**src/rtl/fetch_unit.sv**
```systemverilog
// Instruction fetch front-end: owns the fetch PC and issues sequential requests to a 1-cycle imem.
// Returned words are buffered with their PCs in a prefetch FIFO and presented to decode.
module fetch_unit #(
  parameter int unsigned          XLEN       = 32,
  parameter logic [XLEN-1:0]      RESET_PC   = 32'h0001_0000,
  parameter int unsigned          FIFO_DEPTH = 4
) (
  input  logic                          clk_i,
  input  logic                          rstn_i,
  input  logic                          fetch_en_i,
  input  logic                          redirect_i,
  input  logic [XLEN-1:0]               redirect_pc_i,
  output logic                          imem_req_o,
  output logic [XLEN-1:0]               imem_addr_o,
  input  logic                          imem_rvalid_i,
  input  logic [31:0]                   imem_rdata_i,
  output logic                          instr_valid_o,
  input  logic                          instr_ready_i,
  output logic [31:0]                   instr_o,
  output logic [XLEN-1:0]               instr_pc_o,
  output logic [$clog2(FIFO_DEPTH):0]   fifo_count_o
);

  localparam int unsigned PTR_W = $clog2(FIFO_DEPTH);
  localparam int unsigned CNT_W = PTR_W + 1;

  logic [XLEN-1:0]  fetch_pc;
  logic [XLEN-1:0]  req_pc;
  logic             outstanding;
  logic [CNT_W-1:0] wr_ptr;
  logic [CNT_W-1:0] rd_ptr;
  logic [CNT_W-1:0] count;
  logic [CNT_W:0]   credit;
  logic [PTR_W-1:0] wr_idx;
  logic [PTR_W-1:0] rd_idx;
  logic [PTR_W-1:0] rd_idx_next;

  logic [XLEN-1:0]  pc_mem    [FIFO_DEPTH];
  logic [31:0]      instr_mem [FIFO_DEPTH];

  logic [31:0]      head_instr;
  logic [XLEN-1:0]  head_pc;
  logic [31:0]      head_instr_nxt;
  logic [XLEN-1:0]  head_pc_nxt;

  logic             req;
  logic             push;
  logic             pop;
  logic             full;

  assign count       = wr_ptr - rd_ptr;
  assign full        = (count == CNT_W'(FIFO_DEPTH));
  assign wr_idx      = wr_ptr[PTR_W-1:0];
  assign rd_idx      = rd_ptr[PTR_W-1:0];
  assign rd_idx_next = rd_idx + PTR_W'(1);

  // An in-flight request already owns a slot; a same-cycle pop earns no credit.
  assign credit = {1'b0, count} + (CNT_W+1)'(outstanding);
  assign req    = fetch_en_i & ~redirect_i & (credit < (CNT_W+1)'(FIFO_DEPTH));
  assign push   = imem_rvalid_i & outstanding & ~redirect_i;
  assign pop    = instr_valid_o & instr_ready_i & ~redirect_i;

  assign imem_req_o    = req;
  assign imem_addr_o   = fetch_pc;
  assign instr_valid_o = (count != '0);
  assign instr_o       = head_instr;
  assign instr_pc_o    = head_pc;
  assign fifo_count_o  = count;

  // The head registers track whatever entry becomes the FIFO head and hold while empty.
  always_comb begin
    // NOTE: every always_comb output gets a default first so no path can infer a latch.
    head_instr_nxt = head_instr;
    head_pc_nxt    = head_pc;
    if (!redirect_i) begin
      if ((count == '0) || (pop && (count == CNT_W'(1)))) begin
        if (push) begin
          head_instr_nxt = imem_rdata_i;
          head_pc_nxt    = req_pc;
        end
      end else if (pop) begin
        head_instr_nxt = instr_mem[rd_idx_next];
        head_pc_nxt    = pc_mem[rd_idx_next];
      end
    end
  end

  // NOTE: sequential state uses non-blocking assignments so every flop samples pre-edge values.
  always_ff @(posedge clk_i or negedge rstn_i) begin
    if (!rstn_i) begin
      fetch_pc    <= RESET_PC;
      req_pc      <= '0;
      outstanding <= 1'b0;
      wr_ptr      <= '0;
      rd_ptr      <= '0;
      head_instr  <= '0;
      head_pc     <= '0;
    end else begin
      head_instr <= head_instr_nxt;
      head_pc    <= head_pc_nxt;
      if (redirect_i) begin
        fetch_pc    <= redirect_pc_i & ~XLEN'(3);
        outstanding <= 1'b0;
        wr_ptr      <= '0;
        rd_ptr      <= '0;
      end else begin
        outstanding <= req;
        if (req) begin
          fetch_pc <= fetch_pc + XLEN'(4);
          req_pc   <= fetch_pc;
        end
        if (push) wr_ptr <= wr_ptr + CNT_W'(1);
        if (pop)  rd_ptr <= rd_ptr + CNT_W'(1);
      end
    end
  end

  // NOTE: the storage array is not reset; an entry is only read once a push has written it.
  always_ff @(posedge clk_i) begin
    if (push) begin
      pc_mem[wr_idx]    <= req_pc;
      instr_mem[wr_idx] <= imem_rdata_i;
    end
  end

  push_never_full : assert property (@(posedge clk_i) disable iff (!rstn_i) !(push && full));

endmodule
```
**config.mk**
```make
export PLATFORM = sky130hd
export DESIGN_NAME = fetch_unit
export DESIGN_NICKNAME = d
export VERILOG_FILES = /design/src/rtl/fetch_unit.sv
export SDC_FILE = /design/constraint.sdc
export NUM_CORES = 1
export LEC_CHECK = 0
export ABC_AREA = 1
export CORE_MARGIN = 2
export CORE_UTILIZATION = 39
export CTS_CLUSTER_SIZE = 12
export DETAILED_ROUTE_END_ITERATION = 8
export PLACE_DENSITY_LB_ADDON = 0.3
export SYNTH_ARGS = -nofsm -noshare
export SYNTH_HDL_FRONTEND = slang
export SYNTH_SLANG_ARGS = --single-unit
```
**constraint.sdc**
```tcl
create_clock -name clk_i -period 4.85 [get_ports clk_i]
set_input_delay 1.2125 -clock clk_i [delete_from_list [all_inputs] [get_ports clk_i]]
set_output_delay 1.2125 -clock clk_i [all_outputs]
set_load 0.01 [all_outputs]
```
==> flow_summary.ini, run 1 <==
[outcome]
status = finished, final reports clean

[power]
internal_power_uw = 7600
seqPwrFrac = 0.369
total_power_uw = 12400
combPwrFrac = 0.372
ir_worst_vdd_mv = 0.531
p_clk_frac = 0.259
power_per_cell_area_nw_per_um2 = 619
switching_power_uw = 4760
sw_frac_of_total = 0.385
leakagePower_uw = 0.00811

[detailed_routing]
dr.pass1.iters = 6
routed_wl_mm = 42.6
vias = 12400
vias_per_cell = 5.13
drc = 0
wl_per_cell_um = 17.7
final_antenna_net_count = 0
drt-initial-drc-count = 1081

[final_layout]
post-route-util = 0.478
stdcell_count = 2408
nNetsFinal = 1912
area_delta_synth_final_pct = 21.4
drive_gt1_frac = 0.0572
antenna_cells = 0
fill_cells = 3872

[timing]
slew_headroom = 0.299
clock_skew_ps = 16.7
fin_crit_sh = 0.866
post-route-min-period_ps = 4200
rsz0062_at_grt = no
drv_slew = 0
max_freq_mhz = 238
finalHoldViolCount = 0
setup_violations = 0
finalHoldWorstSlack_ps = 476
tns_ps = 0
worstMarginPinSlew_ps = 1050

[place]
gp_congestion = 0.907
place_inst = 2328
io_buffers = 164
dp_hpwl_mm = 24.5

[die]
initial_utilization = 0.394
core_um2 = 41900
fp.dieH_um = 210
dieArea_um2 = 43900
rows = 75
die_w_um = 210
io_pins = 171

[logic_synthesis]
synth_top_flop_cell = edfxtp_1
synthArstFlopShare = 0.342
synth_common_cells = nand2_1 (553), edfxtp_1 (248), nor2_1 (240), o21ai_0 (163), dfrtp_1 (128)
netlist_area_um2 = 16500
yosysWarnings = 0
synth_top_area_share = 0.452
syn_avg_cell_area_um2 = 9.68
syn_inst = 1702
synth_enable_flop_cells = 248
seq_area_frac_synth = 0.648
synth_area_leader_cell = edfxtp_1
ys_types = 29
yosysMostFrequentCell = nand2_1
synth.area.top_cells = edfxtp_1 (45%), dfrtp_1 (19%), nand2_1 (13%), nor2_1 (5.5%), o21ai_0 (5.0%)
synth-seq-cells = 377

[critical_path]
setup.worst_path.start_class = flop
critical-path-top-delay-family = adder cells
endpoint_kind = output port
cpPeakStageDelay_ps = 590
worstSetupPathType = flop to output port
required_ps = 3640
path_max_fanout = 5
critPathArrivalTime_ps = 2990
crit_chain = inv_1 -> ha_1 -> fa_2 -> inv_1 -> nand3_1 -> nand3_1 -> nor2_2 -> clkdlybuf4s50_1
cp_slowest_cell = clkdlybuf4s50_1
path_buf_inv = 3

[grt]
grt_pass1_wl_mm = 67.2
grt-ovfl-total = 0
grt_pass1_vias = 12300
antenna_found_initial = 0
grt_usage = 0.196
grt_max_degree = 97

[clock_tree]
postCtsHoldBufs = 0
clockBufferDepth = 3
cts-htree-levels = 2
clk_latency_ps = 560
root_buffer = clkbuf_16
cts_setup_buffers = 0
cts_tree = built
cts_buffers = 43
path_clk_slew_ps = 60
cts-resized-gates = 0
numClockSinks = 377

[flow_run]
maxCapViolCount = 0

[hold_path]
hp-class = flop to flop
## metal layers
layer	routed length, um	vias up	GRT usage
li1	-	5981	-
met1	18800	5921	0.266
met2	20300	388	0.324
met3	2410	69	0.0277
met4	1040	0	0.0660
met5	0	-	0
## tightest hold or removal path, delay by kind of cell, from the launching register on
| kind | cells | cell delay, ps |
|---|---|---|
| DFF | 1 | 340 |
| and+or+nand+nor | 2 | 100 |
## sequential cells by signal, indices dropped and copies added, names as in the netlist
signal	cells
instr_mem	128
pc_mem	120
instr_o	32
wr_ptr	3
imem_addr_o	30
outstanding	1
req_pc	30
rd_ptr	3
instr_pc_o	30
## layout by cell type, fill, tap and decap left out, types with 2 or more instances in the layout
cell / instances
conb_1: 4
nand3_1: 54
nand2_2: 4
nand2_1: 552
clkinv_2: 6
clkbuf_1: 14
edfxtp_1: 248
bufinv_16: 3
clkinv_1: 3
inv_2: 3
o21ai_0: 163
o21ai_1: 52
nor2_2: 2
ha_1: 6
dfrtp_1: 127
nor2_1: 235
buf_4: 18
nor2_4: 4
inv_1: 52
clkinvlp_4: 2
o211ai_1: 10
clkbuf_16: 43
xor2_1: 8
nand3b_1: 4
nand4_1: 64
buf_12: 4
clkbuf_8: 6
clkdlybuf4s50_1: 163
## final cells by class
type	instances	area [um^2]	share of cell area
well taps	539	674	0.0337
clock buffers	63	1210	0.0606
clock inverters	17	205	0.0103
multi-input cells	1169	5140	0.257
flip-flops and latches	377	10700	0.534
repair buffers	186	1860	0.0930
inverters	57	218	0.0109
## metrics by stage
stage          cell area (um^2)  setup slack [ps]
4_1_cts                   20000               582
3_3_place_gp              18600               894
6_report                  20000               648
2_1_floorplan             16500               159
3_5_place_dp              18600               910
5_1_grt                   20000               476
## power groups by stage
stage	clock network [uW]	registers [uW]	logic [uW]
6_report	3200	4560	4600
3_3_place_gp	0	4600	4590
4_1_cts	3270	4560	4680
2_1_floorplan	0	4570	2870
5_1_grt	3400	4630	5220
3_5_place_dp	0	4620	4660
## worst paths after layout
kind	startpoint	end	slack, ps	cells after the start
max in group asynchronous	rstn_i	instr_pc_o[18]	3220	2
setup / recovery	wr_ptr[0]	imem_req_o	650	8
hold reg to reg	instr_o[15]	instr_o[15]	480	2
setup reg to reg	rd_ptr[0]	instr_pc_o[7]	1050	10
hold / removal	instr_o[15]	instr_o[15]	480	2
min in group asynchronous	rstn_i	instr_o[21]	680	1
## cells by family after synthesis
family | Yosys count | share of synthesized area
simple gates | 921 | 0.226
other cells | 1 | 0.000228
fa+ha+maj | 8 | 0.00653
buf+inv | 159 | 0.0433
compound gates | 227 | 0.0712
flops | 377 | 0.648
xor+xnor | 9 | 0.00479
Power figures use the tool's default switching activity.
==> run 2, diff against run 1 <==
Settings changed: CORE_MARGIN 2 to default.
==> flow_summary.ini, run 2 (synthesized netlist as in run 1, its figures left out) <==
[clock_tree]
cts_tree = built
numClockSinks = 377
clockBufferDepth = 3
path_clk_slew_ps = 60
root_buffer = clkbuf_16
cts_setup_buffers = 0
cts-resized-gates = 0
clk_latency_ps = 540
postCtsHoldBufs = 0
cts_buffers = 41
cts-htree-levels = 2

[power]
internal_power_uw = 7340
leakagePower_uw = 0.00802
power_per_cell_area_nw_per_um2 = 606
combPwrFrac = 0.382
switching_power_uw = 4650
ir_worst_vdd_mv = 0.493
p_clk_frac = 0.239
seqPwrFrac = 0.379
sw_frac_of_total = 0.388

[grt]
grt_most_used_layer = met2
grt_max_degree = 91
grt_usage = 0.197
grt_pass1_wl_mm = 67.5
met1_usage = 0.272
antenna_found_initial = 0
grt_pass1_vias = 12200
grtUsageMet3 = 0.0272
use_met2 = 0.326
grt-ovfl-total = 0

[final_layout]
top_register = instr_mem
final_common_cell = nand2_1
area_delta_synth_final_pct = 20.1
largest_reg_flops = 128
nNetsFinal = 1912
antenna_cells = 0
fill_cells = 3771
drive_gt1_frac = 0.0520
stdcell_count = 2398
final_cell_mix = nand2_1 (552), edfxtp_1 (248), nor2_1 (235), o21ai_0 (163), clkdlybuf4s50_1 (163)

[critical_path]
reg2reg_slack_ps = 1540
r2r_start = wr_ptr[0]
endpoint_kind = output port
required_ps = 3640
setup.worst_path.start_class = flop
critPathArrivalTime_ps = 2940
reg2reg_to = instr_pc_o[19]
reg2reg_depth = 9
path_max_fanout = 5
worstSetupPathType = flop to output port

[detailed_routing]
routed_wl_mm = 41.9
drt-initial-drc-count = 972
vias_per_cell = 5.16
vias = 12400
final_antenna_net_count = 0
dr.pass1.iters = 5
drc = 0
wl_per_cell_um = 17.5

[die]
dieArea_um2 = 43100
fp.dieH_um = 208
core_um2 = 41200
io_pins = 171
initial_utilization = 0.400
rows = 74
die_w_um = 208

[hold_path]
hp-class = flop to flop
min_from = instr_pc_o[5]
hold_depth = 2
min_to = instr_pc_o[5]

[place]
io_buffers = 164
place_inst = 2323
gp_congestion = 0.907
dp_hpwl_mm = 24.4

[timing]
setup_violations = 0
worstMarginPinSlew_ps = 1020
max_freq_mhz = 241
finalHoldWorstSlack_ps = 474
tns_ps = 0
slew_headroom = 0.321
clock_skew_ps = 15.8
post-route-min-period_ps = 4150
finalHoldViolCount = 0
rsz0062_at_grt = no
fin_crit_sh = 0.856
drv_slew = 0

[flow_run]
maxCapViolCount = 0

[outcome]
status = finished, final reports clean
run 2: changes by cell type in the layout (fill, tap and decap cells not counted):
cell	before	now
buf_12	4	3
buf_4	18	21
bufinv_16	3	1
clkbuf_1	14	16
clkbuf_16	43	41
clkbuf_8	6	2
clkinv_1	3	8
clkinv_16	1	0
clkinv_2	6	4
clkinv_8	1	0
clkinvlp_4	2	1
inv_6	1	2
run 2: worst max-delay path by stage:
| stage | to | start | slack (ps) |
|---|---|---|---|
| final | imem_req_o | wr_ptr[0] | 700 |
| after global routing | imem_req_o | wr_ptr[0] | 520 |
| after CTS | imem_req_o | wr_ptr[0] | 620 |
| after detailed placement | imem_req_o | redirect_i | 950 |
| after global placement | imem_req_o | redirect_i | 940 |
| after floorplan | instr_mem[3][0] | redirect_i | 160 |
run 2: final cells by class:
class	count	area, um^2	share of cell area
Sequential cell	377	10700	0.540
Multi-Input combinational cell	1169	5140	0.260
Timing Repair Buffer	188	1860	0.0940
Clock buffer	59	1110	0.0563
Clock inverter	16	109	0.00550
Inverter	57	218	0.0110
Tap cell	532	666	0.0336
run 2: worst max-delay path, stage by stage (launching register included):
cell and delay (ps):
dfrtp_1 410, inv_1 100, ha_1 220, fa_2 560, inv_1 60, nand3_1 110, nand3_1 150, nor2_2 230
clkdlybuf4s50_1 570
run 2: through the flow:
step                      instance area (um^2)  power [uW]  setup slack [ps]  utilization
final                                    19800       12000               698        0.480
after global placement                   18600        9150               939        0.451
after floorplan                          16500        7440               159            -
after CTS                                19800       12100               622        0.480
after global routing                     19800       12900               524        0.480
after detailed placement                 18600        9250               948        0.451
run 2: power by group through the flow:
stage	Clock, uW	Combinational (uW)	Sequential, uW
floorplan	0	2870	4570
global placement	0	4580	4580
finish	2860	4590	4540
global route	3070	5170	4610
detailed placement	0	4650	4600
CTS	2940	4670	4540
run 2: metal layers:
layer	part of all wire	up-vias	routed length [um]
li1	-	5971	-
met2	0.48	388	19900
met4	0.019	0	812
met3	0.057	62	2400
met1	0.45	5949	18700
met5	0	-	0
==> run 3, diff against run 2 <==
Settings changed: ABC_AREA 1 to 0, PLACE_DENSITY_LB_ADDON 0.3 to default.
Clock period 4.85 ns to 3.4 ns, I/O delays scaled along.
==> flow_summary.ini, run 3 <==
[detailed_routing]
wl_per_cell_um = 20.1
met3_length_mm = 1.65
vias_per_cell = 5.10
vias = 8677
routed_wl_mm = 34.1
dr.pass1.iters = 6
drc = 0
wl_met2_mm = 16.0
met1Wirelength_mm = 15.8
drt-initial-drc-count = 534
final_antenna_net_count = 0
highest_layer = met4

[critical_path]
worstSetupPathType = flop to output port
path_max_fanout = 2
cp_slowest_cell = fa_2
critPathArrivalTime_ps = 2410
cpPeakStageDelay_ps = 560
crit_chain = ha_2 -> fa_2 -> nor3b_2 -> buf_4 -> nor3_4 -> nand2b_1 -> inv_2 -> buf_2
critical-path-top-delay-family = adder cells
critical_path_depth = 8
setup.worst_path.start_class = flop
path_buf_inv = 3
required_ps = 2550
endpoint_kind = output port
reg2reg_depth = 5

[place]
placed_cell_area_um2 = 17600
place_inst = 1627
io_buffers = 164
gp_congestion = 0.777
dp_hpwl_mm = 20.6

[logic_synthesis]
ys_types = 42
synthArstFlopShare = 0.342
yosysWarnings = 0
seq_area_frac_synth = 0.708
synth_top_flop_cell = edfxtp_1
syn_avg_cell_area_um2 = 15.5
synth-seq-cells = 377
synth_common_cells = edfxtp_1 (248), nand2_1 (191), dfrtp_1 (128), mux2i_1 (63), mux4_2 (62)
yosysMostFrequentCell = edfxtp_1
synth.area.top_cells = edfxtp_1 (49%), dfrtp_1 (21%), mux4_2 (9.3%), nand2_1 (4.8%), mux2i_1 (4.2%)
synth_area_leader_cell = edfxtp_1
synth_top_area_share = 0.494
synth_enable_flop_cells = 248
netlist_area_um2 = 15100
syn_inst = 972

[timing]
fin_crit_sh = 0.960
rsz0062_at_grt = no
tns_ps = 0
worstMarginPinSlew_ps = 938
slew_headroom = 0.375
clock_skew_ps = 15.4
drv_slew = 0
max_freq_mhz = 306
finalHoldViolCount = 0
post-route-min-period_ps = 3260
setup_violations = 0

[die]
core_um2 = 37800
io_pins = 171
die_w_um = 199
initial_utilization = 0.399
rows = 71
fp.dieH_um = 199
dieArea_um2 = 39500

[clock_tree]
cts-htree-levels = 2
postCtsHoldBufs = 0
root_buffer = clkbuf_16
cts_tree = built
clk_latency_ps = 530
numClockSinks = 377
clockBufferDepth = 3
cts_buffers = 40
path_clk_slew_ps = 60

[final_layout]
largest_reg_flops = 128
top_register = instr_mem
antenna_cells = 0
drive_gt1_frac = 0.144
area_delta_synth_final_pct = 24.5
final_common_cell = edfxtp_1
stdcell_count = 1701
seqCellArea_um2 = 10700
nNetsFinal = 1237
fill_cells = 3274
final_cell_mix = edfxtp_1 (248), nand2_1 (191), clkdlybuf4s50_1 (158), dfrtp_1 (127), mux2i_1 (63)
design_area_um2 = 18800
multi_input_area_um2 = 4180

[flow_run]
maxCapViolCount = 0

[power]
power_per_cell_area_nw_per_um2 = 779
leakagePower_uw = 0.00691
ir_worst_vdd_mv = 0.315

[grt]
grt_usage = 0.178
antenna_found_initial = 0
grt_max_degree = 73
grt_pass1_vias = 9000
grt_pass1_wl_mm = 53.2
grt-ovfl-total = 0

[hold_path]
hp-class = input port to async pin

[outcome]
status = finished, final reports clean
-- run 3: logic make-up after synthesis --
| group | share of synthesized area |
|---|---|
| DFF | 0.708 |
| adders and majority gates | 0.00713 |
| and+or+nand+nor | 0.0780 |
| other | 0.000249 |
| muxes | 0.136 |
| xor gates and xnor gates | 0.0173 |
| buffers and inverters | 0.0200 |
| AOI/OAI and AO/OA | 0.0338 |
-- run 3: repair_timing --
action / 4_1_cts / 5_1_grt
buffers inserted: 0 / 1
setup endpoints to repair: 3 / 2
resized for setup: 11 / 3
pin swaps: 2 / 2
-- run 3: metal layers --
metal  GRT usage  vias up
li1            -     3982
met1       0.250     4430
met2       0.289      211
met3      0.0312       54
met4      0.0427        0
met5           0        -
-- run 3: path summary, 6_finish.rpt --
check / from / to / slack (ps)
min reg2reg: instr_o[13] / instr_o[13] / 480
min in group clk_i: instr_o[13] / instr_o[13] / 480
min: rstn_i / instr_o[8] / 280
max in group asynchronous: rstn_i / instr_pc_o[7] / 2340
max: rd_ptr[0] / imem_req_o / 140
max reg2reg: rd_ptr[0] / instr_pc_o[15] / 610
-- run 3: cell type report --
class                      count  area share
clock inverter                10     0.00480
sequential                   377       0.569
tap                          511      0.0341
multi-input combinational    532       0.223
inverter                      11     0.00220
timing repair buffer         197       0.108
clock buffer                  63      0.0595
-- run 3: power by group --
group / internal, uW / total (uW) / switching [uW]
sequential: 5720 / 6260 / 545
clock: 2340 / 4060 / 1720
combinational: 2120 / 4310 / 2190
-- run 3: through the flow --
step           worst slack (ps)  power, uW   util  hold slack, ps
3_5_place_dp                198      10800  0.464             474
5_1_grt                    32.5      15400  0.496             312
6_report                    136      14600  0.496             281
2_1_floorplan              89.0       8840      -             495
3_3_place_gp                169      10700  0.464             461
4_1_cts                    12.2      14900  0.496             294
